**config.mk**
```make
export PLATFORM = sky130hd
export DESIGN_NAME = cam_pixel_capture
export DESIGN_NICKNAME = d
export VERILOG_FILES = /design/src/rtl/cam_pixel_capture.sv
export SDC_FILE = /design/constraint.sdc
export NUM_CORES = 1
export LEC_CHECK = 0
export BUFFER_PORTS_ARGS = -buffer_cell sky130_fd_sc_hd__buf_4
export CORE_MARGIN = 2
export CORE_UTILIZATION = 51
export DETAILED_ROUTE_END_ITERATION = 8
export PLACE_DENSITY = 0.84
export REMOVE_ABC_BUFFERS = 1
export SYNTH_ARGS = -nofsm -noshare
export SYNTH_HDL_FRONTEND = slang
export SYNTH_SLANG_ARGS = --single-unit
```
**constraint.sdc**
```tcl
create_clock -name pclk -period 3.3 [get_ports pclk]
set_input_delay 0.99 -clock pclk [delete_from_list [all_inputs] [get_ports pclk]]
set_output_delay 0.99 -clock pclk [all_outputs]
set_load 0.02 [all_outputs]
```
**src/rtl/cam_pixel_capture.sv**
```systemverilog
// cam_pixel_capture: OV7670 byte-pair to RGB565 capture with x/y tagging and a non-stalling valid/ready output.
// Optional CAM_CAPTURE_STATS_EN adds stat_line_len/stat_lines observability registers.
module cam_pixel_capture #(
  parameter int H_PIXELS   = 640,
  parameter int V_LINES    = 480,
  parameter int X_W        = 10,
  parameter int Y_W        = 9,
  parameter bit SWAP_BYTES = 1'b0
) (
  input  logic           pclk,
  input  logic           reset,
  input  logic           cam_vsync,
  input  logic           cam_href,
  input  logic [7:0]     cam_data,
  input  logic           pix_ready,
  output logic           pix_valid,
  output logic [15:0]    pix_data,
  output logic [X_W-1:0] pix_x,
  output logic [Y_W-1:0] pix_y,
  output logic           pix_sof,
  output logic           pix_eol,
  output logic           frame_done,
  output logic           line_err,
  output logic [15:0]    ovf_count
`ifdef CAM_CAPTURE_STATS_EN
  ,
  output logic [X_W:0]   stat_line_len,
  output logic [Y_W:0]   stat_lines
`endif
);
  typedef enum logic [2:0] {S_SYNC, S_VBLANK, S_LINE, S_HI, S_LO} state_t;
  localparam logic [X_W:0] H_MAX  = (X_W+1)'(H_PIXELS);
  localparam logic [X_W:0] H_LAST = (X_W+1)'(H_PIXELS - 1);
  localparam logic [Y_W:0] V_MAX  = (Y_W+1)'(V_LINES);
  state_t       state, state_n;
  logic [X_W:0] x;
  logic [Y_W:0] y;
  logic [7:0]   byte0;
  logic         in_line, frame_end, line_end, take_b0, take_b1, in_range, load, drop;
  always_comb begin
    in_line   = state == S_LINE || state == S_HI || state == S_LO;
    frame_end = in_line && cam_vsync;
    line_end  = !cam_vsync && !cam_href && (state == S_HI || state == S_LO);
    take_b0   = !cam_vsync && cam_href && (state == S_LINE || state == S_HI);
    take_b1   = !cam_vsync && cam_href && state == S_LO;
    in_range  = x < H_MAX && y < V_MAX;
    load      = take_b1 && in_range && (!pix_valid || pix_ready);
    drop      = take_b1 && in_range && pix_valid && !pix_ready;
    state_n   = frame_end                          ? S_VBLANK :
                take_b0                            ? S_LO     :
                take_b1                            ? S_HI     :
                line_end                           ? S_LINE   :
                (state == S_SYNC && cam_vsync)     ? S_VBLANK :
                (state == S_VBLANK && !cam_vsync)  ? S_LINE   : state;
  end
  always_ff @(posedge pclk or posedge reset)
    if (reset) state <= S_SYNC;
    else       state <= state_n;
  always_ff @(posedge pclk or posedge reset) begin
    if (reset) begin
      x          <= '0;
      y          <= '0;
      byte0      <= '0;
      pix_valid  <= 1'b0;
      pix_data   <= '0;
      pix_x      <= '0;
      pix_y      <= '0;
      pix_sof    <= 1'b0;
      pix_eol    <= 1'b0;
      frame_done <= 1'b0;
      line_err   <= 1'b0;
      ovf_count  <= '0;
    end else begin
      frame_done <= frame_end;
      if (state == S_VBLANK) begin
        x <= '0;
        y <= '0;
      end else if (line_end) begin
        x <= '0;
        y <= &y ? y : y + 1'b1;
      end else if (take_b1) begin
        x <= &x ? x : x + 1'b1;
      end
      if (take_b0) byte0 <= cam_data;
      // odd byte count, short/long line, wrong line count and out-of-window pixels all latch the error
      line_err <= line_err | (line_end && (state == S_LO || x != H_MAX)) |
                  (frame_end && y != V_MAX) | (take_b1 && !in_range);
      if (load) begin
        pix_valid <= 1'b1;
        pix_data  <= SWAP_BYTES ? {cam_data, byte0} : {byte0, cam_data};
        pix_x     <= x[X_W-1:0];
        pix_y     <= y[Y_W-1:0];
        pix_sof   <= x == '0 && y == '0;
        pix_eol   <= x == H_LAST;
      end else if (pix_ready) begin
        pix_valid <= 1'b0;
      end
      if (drop && ~&ovf_count) ovf_count <= ovf_count + 1'b1;
    end
  end
`ifdef CAM_CAPTURE_STATS_EN
  always_ff @(posedge pclk or posedge reset) begin
    if (reset) begin
      stat_line_len <= '0;
      stat_lines    <= '0;
    end else begin
      if (line_end)  stat_line_len <= x;
      if (frame_end) stat_lines    <= y;
    end
  end
`endif
endmodule
```
Word-level counts from Yosys, hierarchy flattened

Cells that the tools add are included.

Register bits: 88
Latch bits: 0
RAM bits: 0
Memory bits (read-only): 0
Bits of input ports: 13
Logic and storage cells: 86
Memories kept: 0

Add/subtract/negate cells: 3
$mul: 0
Div/mod/pow operators: 0
Magnitude comparators: 2
Equal/unequal tests: 9
Shifts and indexed selects: 0
Muxes and demuxes: 15
Bitwise logic cells: 3
Reduce and logical (&&, ||, !) cells: 41

Operators by type and width:

| operator                                                                        | count |
|---|---|
| 11-bit two-way mux                                                              | 4 |
| 10-bit two-way mux                                                              | 3 |
| 1-bit logical AND                                                               | 18 |
| 3-bit two-way mux                                                               | 6 |
| 16-bit by 1-bit adder with 16-bit output (second input constant)                | 1 |
| 16-bit AND reduction                                                            | 1 |
| 11-bit by 1-bit adder with 11-bit output (second input constant)                | 1 |
| 11-bit by 10-bit == test with 1-bit output (second input constant)              | 1 |
| 11-bit logical NOT                                                              | 1 |
| 11-bit by 10-bit less-than comparator with 1-bit output (second input constant) | 1 |
| 11-bit by 10-bit inequality test with 1-bit output (second input constant)      | 1 |
| 11-bit AND reduction                                                            | 1 |
| 10-bit by 1-bit adder with 10-bit output (second input constant)                | 1 |
| 10-bit logical NOT                                                              | 1 |
| 10-bit by 9-bit less-than comparator with 1-bit output (second input constant)  | 1 |
| 10-bit by 9-bit inequality test with 1-bit output (second input constant)       | 1 |
| 10-bit AND reduction                                                            | 1 |
| 3-bit by 2-bit == test with 1-bit output (second input constant)                | 2 |
| 1-bit logical NOT                                                               | 6 |
| 6-bit nonzero test                                                              | 1 |
| 1-bit logical OR                                                                | 5 |
| 2-bit AND reduction                                                             | 2 |
| 2-bit nonzero test                                                              | 2 |
| 3-bit by 1-bit == test with 1-bit output (second input constant)                | 1 |
| other kinds (7)                                                                 | 10 |

Longest topological paths before layout

Gate-level depths: netlist of run 1.

Depth after elaboration: 8
Mapped depth: 7
Depth with buffers taken out: 6

Least setup slack after synthesis of run 1

No wires, ideal clock.

Path type: input -> register
Start point: in cam_vsync
End point: reg pix_data[0]
Data arrival time: 2.195 ns
Data required time: 3.175 ns
Slack: 0.980 ns
Stages on the path: 6
Path buffers: 1
Path through: nor4b_4 and2_4 nand2_2 nor2_8 buf_4 mux2_2

Cells in the longest elaborated chain, start to end: 5

RTL lines:

| what                           | RTL line | RTL |
|---|---|---|
| start, declared                | 12       | `input logic cam_vsync,` |
| 1-bit logical NOT              | 45       | `take_b1 = !cam_vsync && cam_href && state == S_LO;` |
| 1-bit logical AND (2 in a row) | 45       |  |
| 1-bit logical AND (2 in a row) | 47       | `load = take_b1 && in_range && (!pix_valid \|\| pix_ready);` |
| end signal, assigned           | 90       | `pix_data <= SWAP_BYTES ? {cam_data, byte0} : {byte0, cam_data};` |
| end, declared                  | 17       | `output logic [15:0] pix_data,` |

Every way passes these cells.
A chain may end at the register's enable or synchronous reset.

Final worst setup path of run 1

Start point: in cam_vsync
End point: reg pix_data[12]

Same word-level chain as after synthesis.

==> results of run 1 <==
==> flip-flops by register name (all words and copies together) (netlist names) <==
signal      count
ovf_count      16
frame_done      1
pix_data       16
line_err        1
x              11
byte0           8
pix_eol         1
state           3
pix_y           9
pix_x          10
pix_valid       1
pix_sof         1
y              10
==> kinds of logic (layout without fill, tap and decap cells) <==
family	Yosys count	count (layout)	share of synthesized area
simple gates	129	129	0.190
flops	88	88	0.537
mux	49	49	0.134
compound gates	33	33	0.0528
xor+xnor	22	22	0.0470
buf+inv	21	99	0.0247
fa+ha+maj	5	5	0.0152
==> area by class of cell <==
cell class / instances / share of cell area
inverter: 9 / 0.00710
clock inverter: 3 / 0.0132
timing repair buffer: 74 / 0.113
clock buffer: 13 / 0.0302
tap: 102 / 0.0259
multi-input combinational: 238 / 0.365
sequential: 88 / 0.446
==> through the flow <==
stage / setup WS, ns / hold slack [ns] / util / instance area, um2
2_1_floorplan: 0.0314 / 0.475 / - / 4040
3_3_place_gp: 0.580 / 0.473 / 0.608 / 4720
3_5_place_dp: 0.503 / 0.484 / 0.608 / 4720
4_1_cts: 0.886 / 0.502 / 0.635 / 4930
5_1_grt: 0.816 / 0.523 / 0.635 / 4930
6_report: 0.892 / 0.492 / 0.635 / 4930
==> cell usage in the layout (no fill, tap or decap), drive strengths merged, types with 7 or more instances in the layout <==
cell | synthesis | final
a21oi | 9 | 9
and3 | 8 | 8
buf | 7 | 74
clkbuf | 5 | 13
dfrtp | 88 | 88
inv | 9 | 8
mux2 | 47 | 47
nand2 | 20 | 20
nand3 | 13 | 13
nor2 | 26 | 26
nor3 | 14 | 14
nor3b | 7 | 7
nor4 | 12 | 12
o21ai | 8 | 8
xnor2 | 11 | 11
xor2 | 11 | 11
==> worst max-delay path, delay by kind of cell <==
kind,cells,cell delay [ns]
AND/OR/NAND/NOR,4,1.10
multiplexers,1,0.41
buffers and inverters,1,0.14
==> per-layer routing <==
metal  vias to the layer above  track usage
met5                         -            0
met4                         0       0.0580
met3                         4       0.0674
met2                        95        0.321
met1                      1473        0.256
li1                       1390            -
==> report_power, final <==
part | switching, uW | internal [uW]
sequential | 158 | 1280
clock | 356 | 447
combinational | 444 | 409
==> path summary, 6_finish.rpt <==
check,from,to,slack (ns)
setup / recovery,cam_vsync,pix_data[12],0.89
hold / removal,pix_x[6],pix_x[6],0.49
setup reg to reg,y[7],pix_data[12],1.07
hold reg to reg,pix_x[6],pix_x[6],0.49
max in group asynchronous,reset,pix_y[5],1.85
min in group asynchronous,reset,ovf_count[2],0.73
==> impl_results.md, run 1 <==
- Status: complete, no violations
- Pin count of the biggest net entering global routing: 44
- Hold Crit Class: reg2reg
- Worst Path Required: 3.54 ns
- Root buffer cell: clkbuf_8
- Layout cells sized above 1: 0.336
- Core ar.: 7770 um2
- Antenna violations before repair: 0
- Met2 Wirelength: 4050 um
- Synth Flop Type: dfrtp_1
- PortBufs: 68
- Worst Clk Skew: 0.00801 ns
- Minimum clock period: 2.41 ns
- Max FO, Critical Path: 37
- Post-synthesis instance area: 4100 um2
- Yosys top cell area share: 0.537
- DRT antenna net count: 0
- Final Hold Viols: 0
- Post-DP HPWL: 5700 um
- Synth Area per Inst: 11.8 um2
- TritonRoute pass-1 iters: 4
- Hold depth: 1
- Vias in the first global route: 2899
- Fin cells: 527
- CTS sink cnt: 88
- # IOs: 69
- Total wire length: 8110 um
- H-tree depth: 3
- # DRC: 0
- Top sig layer: met4
- Routed len/inst: 15.4 um
- Die area: 8780 um2
- Seq/Total Area, Yosys: 0.537
- Final Total Pwr: 3100 uW
- Worst Setup End Kind: register
- Reg area: 2200 um2
- # diodes: 0
- Placed cells: 511
- Initial Util: 0.528
- Slew HR: 0.526
- Largest cells by area after synthesis: dfrtp_1 (54%), mux2_2 (12%), xnor2_1 (2.3%), xor2_1 (2.3%), nor2_1 (2.3%)
- Via Count: 2962
- Total CTS buffers: 9
- FF-to-FF path depth: 5
- Critical path data arrival time: 2.65 ns
- Peak supply drop: 0.000437 V
- P_leak: 0.00237 uW
- Async SR Flop Fraction: 1.00
- Hold buffers post-CTS: 0
- Max-slew violations: 0
- Routability congestion estimate: 0.925
- Slowest stage delay, CP: 0.51 ns
- Crit-path cells: buf_4 -> nor4b_4 -> and2_4 -> nand2_2 -> nor2_8 -> mux2_2
- Cell Pwr Density: 627 nW/um2
- Register bit count reported by yosys: 88
- First-pass GRT wire length: 13700 um
- Clock transition at path regs: 0.08 ns
- Worst-Margin Slew: 0.710 ns
- Post-CTS sizing: 0
- Fmax: 0.415 GHz
- FILL cells: 628
- Total track usage: 0.199
- Initial DRC Count: 162
- Max Cap Violations: 0
- Met1 Routed Length: 3550 um
- Count leader, synth: dfrtp_1
- Skew-Pair Late Insertion Delay: 0.35 ns
- Worst setup SP type: input port
- Die Y: 93.7 um
- Unrepaired setup endpoints after global routing: false
- DIE WIDTH: 93.7 um
- Synthesis-to-finish area growth: 20.3%
- Cell taking the most area after synthesis: dfrtp_1
- Vias per cell: 5.62
- Cell Rows: 32
- Post-synth EDFFs: 0
- Worst setup path category: in2reg
- Most frequent cells after synthesis: dfrtp_1 (88), mux2_2 (44), nor2_1 (25), nand2_1 (19), nor3_1 (14)
- Post CTS Setup Buffer Count: 0
- Critical-path cell with the highest stage delay: nor2_8
- Cells after Synth: 347
- Total negative slack: 0 ns
- Setup Viol. Count Final: 0
- Synth warnings: 0
- Multi-input gate area: 1800 um2
- Max clock buf depth: 2
- Netlist cell types: 55
- CTS tree: done
- Final Cycle Share: 0.730
- Grt ovf: 0
- Metal3 WL: 437 um
- Layout net count: 438
No activity file was read; power rests on OpenSTA's default activity.
==> run 2: changes to the inputs <==
clock period = 2.2 ns   (was 3.3 ns; I/O delays follow)
==> run 2 against run 1 <==
Effect of this change:
- first-iteration DRC count down 25%
- power up 46%
- clock-buffer cell count shrank 4
- global-route usage up 0.68 points
- sequential share of layout area down 0.87 points
- routed wire length rose by 3.3%
- combinational power increased by 57%
- clock power up 27%
- die area stayed put
- clock skew increased by 0.011 ns
- register-to-register slack got worse by 0.80 ns
- hold slack got worse by 0.11 ns
==> impl_results.md, run 2 (same netlist as run 1, synthesis figures left out) <==
- Minimum clock period: 1.93 ns
- Setup Viol. Count Final: 0 (unchanged)
- Root buffer cell: clkbuf_8
- Post-CTS sizing: 0 (unchanged)
- Hold buffers post-CTS: 0 (unchanged)
- Layout cells sized above 1: 0.360 (+0.0236)
- Status: complete, no violations
- Die area: 8780 um2 (unchanged)
- Most frequent cells in the layout: dfrtp_1 (88), buf_4 (81), mux2_2 (44)
- Max clock buf depth: 2 (unchanged)
- FF-to-FF path depth: 6 (+1)
- Routability congestion estimate: 0.862 (-6.9%)
- Final Cycle Share: 0.876
- Peak supply drop: 0.000589 V (+35%)
- Final Hold Viols: 0 (unchanged)
- # IOs: 69 (unchanged)
- Total wire length: 8380 um (+3.3%)
- Critical-path cell with the highest stage delay: dfrtp_1
- # DRC: 0 (unchanged)
- Crit Reg-Reg Startpoint: state[1]
- First-pass GRT wire length: 14000 um (+2.2%)
- Layout net count: 449 (+2.5%)
- Hold Crit Class: in2async
- Hold slack: 0.378 ns (-0.114 ns)
- Post-DP HPWL: 6230 um (+9.4%)
- DRT antenna net count: 0 (unchanged)
- Cell Pwr Density: 899 nW/um2 (+43%)
- Unrepaired setup endpoints after global routing: false
- Total track usage: 0.206 (+0.00684)
- Critical path data arrival time: 2.16 ns (-0.49 ns)
- Worst setup path category: reg2reg
- DIE WIDTH: 93.7 um (unchanged)
- Initial Util: 0.528 (unchanged)
- P_leak: 0.00242 uW (+2.0%)
- Worst setup SP type: register
- TritonRoute pass-1 iters: 4 (unchanged)
- Max Cap Violations: 0 (unchanged)
- Initial DRC Count: 121 (-25%)
- Worst Clk Skew: 0.0191 ns (+0.0111 ns)
- CTS tree: done
- Reg area: 2200 um2 (unchanged)
- Slew HR: 0.558 (+0.0321)
- Max-slew violations: 0 (unchanged)
- Antenna violations before repair: 0 (unchanged)
- Max FO, Critical Path: 15 (-59%)
- Largest regs: ovf_count (16), pix_data (16), x (11)
- CTS sink cnt: 88 (unchanged)
- Die Y: 93.7 um (unchanged)
- Vias per cell: 5.58 (-0.75%)
- Worst-Margin Slew: 0.662 ns (-0.0481 ns)
- Cell Rows: 32 (unchanged)
- Crit-path cells: nor4b_4 -> and2_4 -> nand2_2 -> nor2_8 -> buf_12 -> mux2_2
- Total CTS buffers: 9 (unchanged)
- PortBufs: 68 (unchanged)
- Grt ovf: 0 (unchanged)
- Slowest stage delay, CP: 0.50 ns (about the same)
- Commonest non-fill, non-tap cell in the layout: dfrtp_1
- Via Count: 3001 (+1.3%)
- Skew-Pair Late Insertion Delay: 0.36 ns (about the same)
- Worst Path Required: 2.43 ns (-1.11 ns)
- FILL cells: 640 (+1.9%)
- Synthesis-to-finish area growth: 22.6%
- Routed len/inst: 15.6 um (+1.2%)
- Crit path max-delay family: simple AND/OR/NAND/NOR gates
- Post CTS Setup Buffer Count: 0 (unchanged)
- Reg2reg setup slack: 0.27 ns (-0.80 ns)
- Vias in the first global route: 2989 (+3.1%)
- H-tree depth: 3 (unchanged)
- Worst Setup End Kind: register
- Clock transition at path regs: 0.09 ns (about the same)
- Multi-input gate area: 1800 um2 (unchanged)
- Fmax: 0.519 GHz
- Total negative slack: 0 ns (unchanged)
- Core ar.: 7770 um2 (unchanged)
- # diodes: 0 (unchanged)
- FF-to-FF End: pix_y[8]
- Pin count of the biggest net entering global routing: 37 (-16%)
- Buf/Inv on CP: 1 (unchanged)
==> run 2: worst register-to-register path: cells and delay by family, from the launching register on <==
family                 cells  cell delay (ns)
DFF                        1             0.50
and+or+nand+nor            4             0.80
buffers and inverters      1             0.17
muxes                      1             0.35
==> run 2: final cells by class <==
cell class                      count  area share
Timing Repair Buffer               85       0.137
Tap cell                          102      0.0254
Clock inverter                      7      0.0109
Sequential cell                    88       0.438
Inverter                            9     0.00696
Clock buffer                        9      0.0246
Multi-Input combinational cell    238       0.358
==> run 2: per-layer routing <==
| layer | vias to the layer above | global-route usage | routed length [um] | part of all wire |
|---|---|---|---|---|
| met5 | - | 0 | 0 | 0 |
| met4 | 0 | 0.0809 | 64 | 0.0076 |
| met3 | 4 | 0.0538 | 376 | 0.045 |
| met2 | 65 | 0.326 | 4250 | 0.51 |
| met1 | 1515 | 0.272 | 3680 | 0.44 |
| li1 | 1417 | - | - | - |
==> run 2: through the flow <==
stage / std cells / power, uW / cell area, um2 / util / setup slack [ns]
floorplan: 335 / 2970 / 4040 / - / -0.739
detailed placement: 522 / 3550 / 4850 / 0.625 / -0.0186
global route: 538 / 4780 / 5030 / 0.648 / 0.110
CTS: 538 / 4570 / 5030 / 0.648 / 0.274
global placement: 522 / 3480 / 4850 / 0.625 / 0.0989
finish: 538 / 4520 / 5030 / 0.648 / 0.272
==> run 2: report_power, final <==
part           switching [uW]  internal [uW]
logic                     691            650
clock network             601            420
registers                 238           1920
==> run 2: worst max path at each step <==
stage	start	to	slack, ns	cells after the start
final	state[1]	pix_y[8]	0.27	6
after global routing	state[2]	y[8]	0.11	5
after CTS	state[1]	ovf_count[1]	0.27	5
after detailed placement	cam_vsync	y[8]	-0.02	6
after global placement	cam_vsync	ovf_count[12]	0.1	6
after floorplan	reset	byte0[0]	-0.74	1
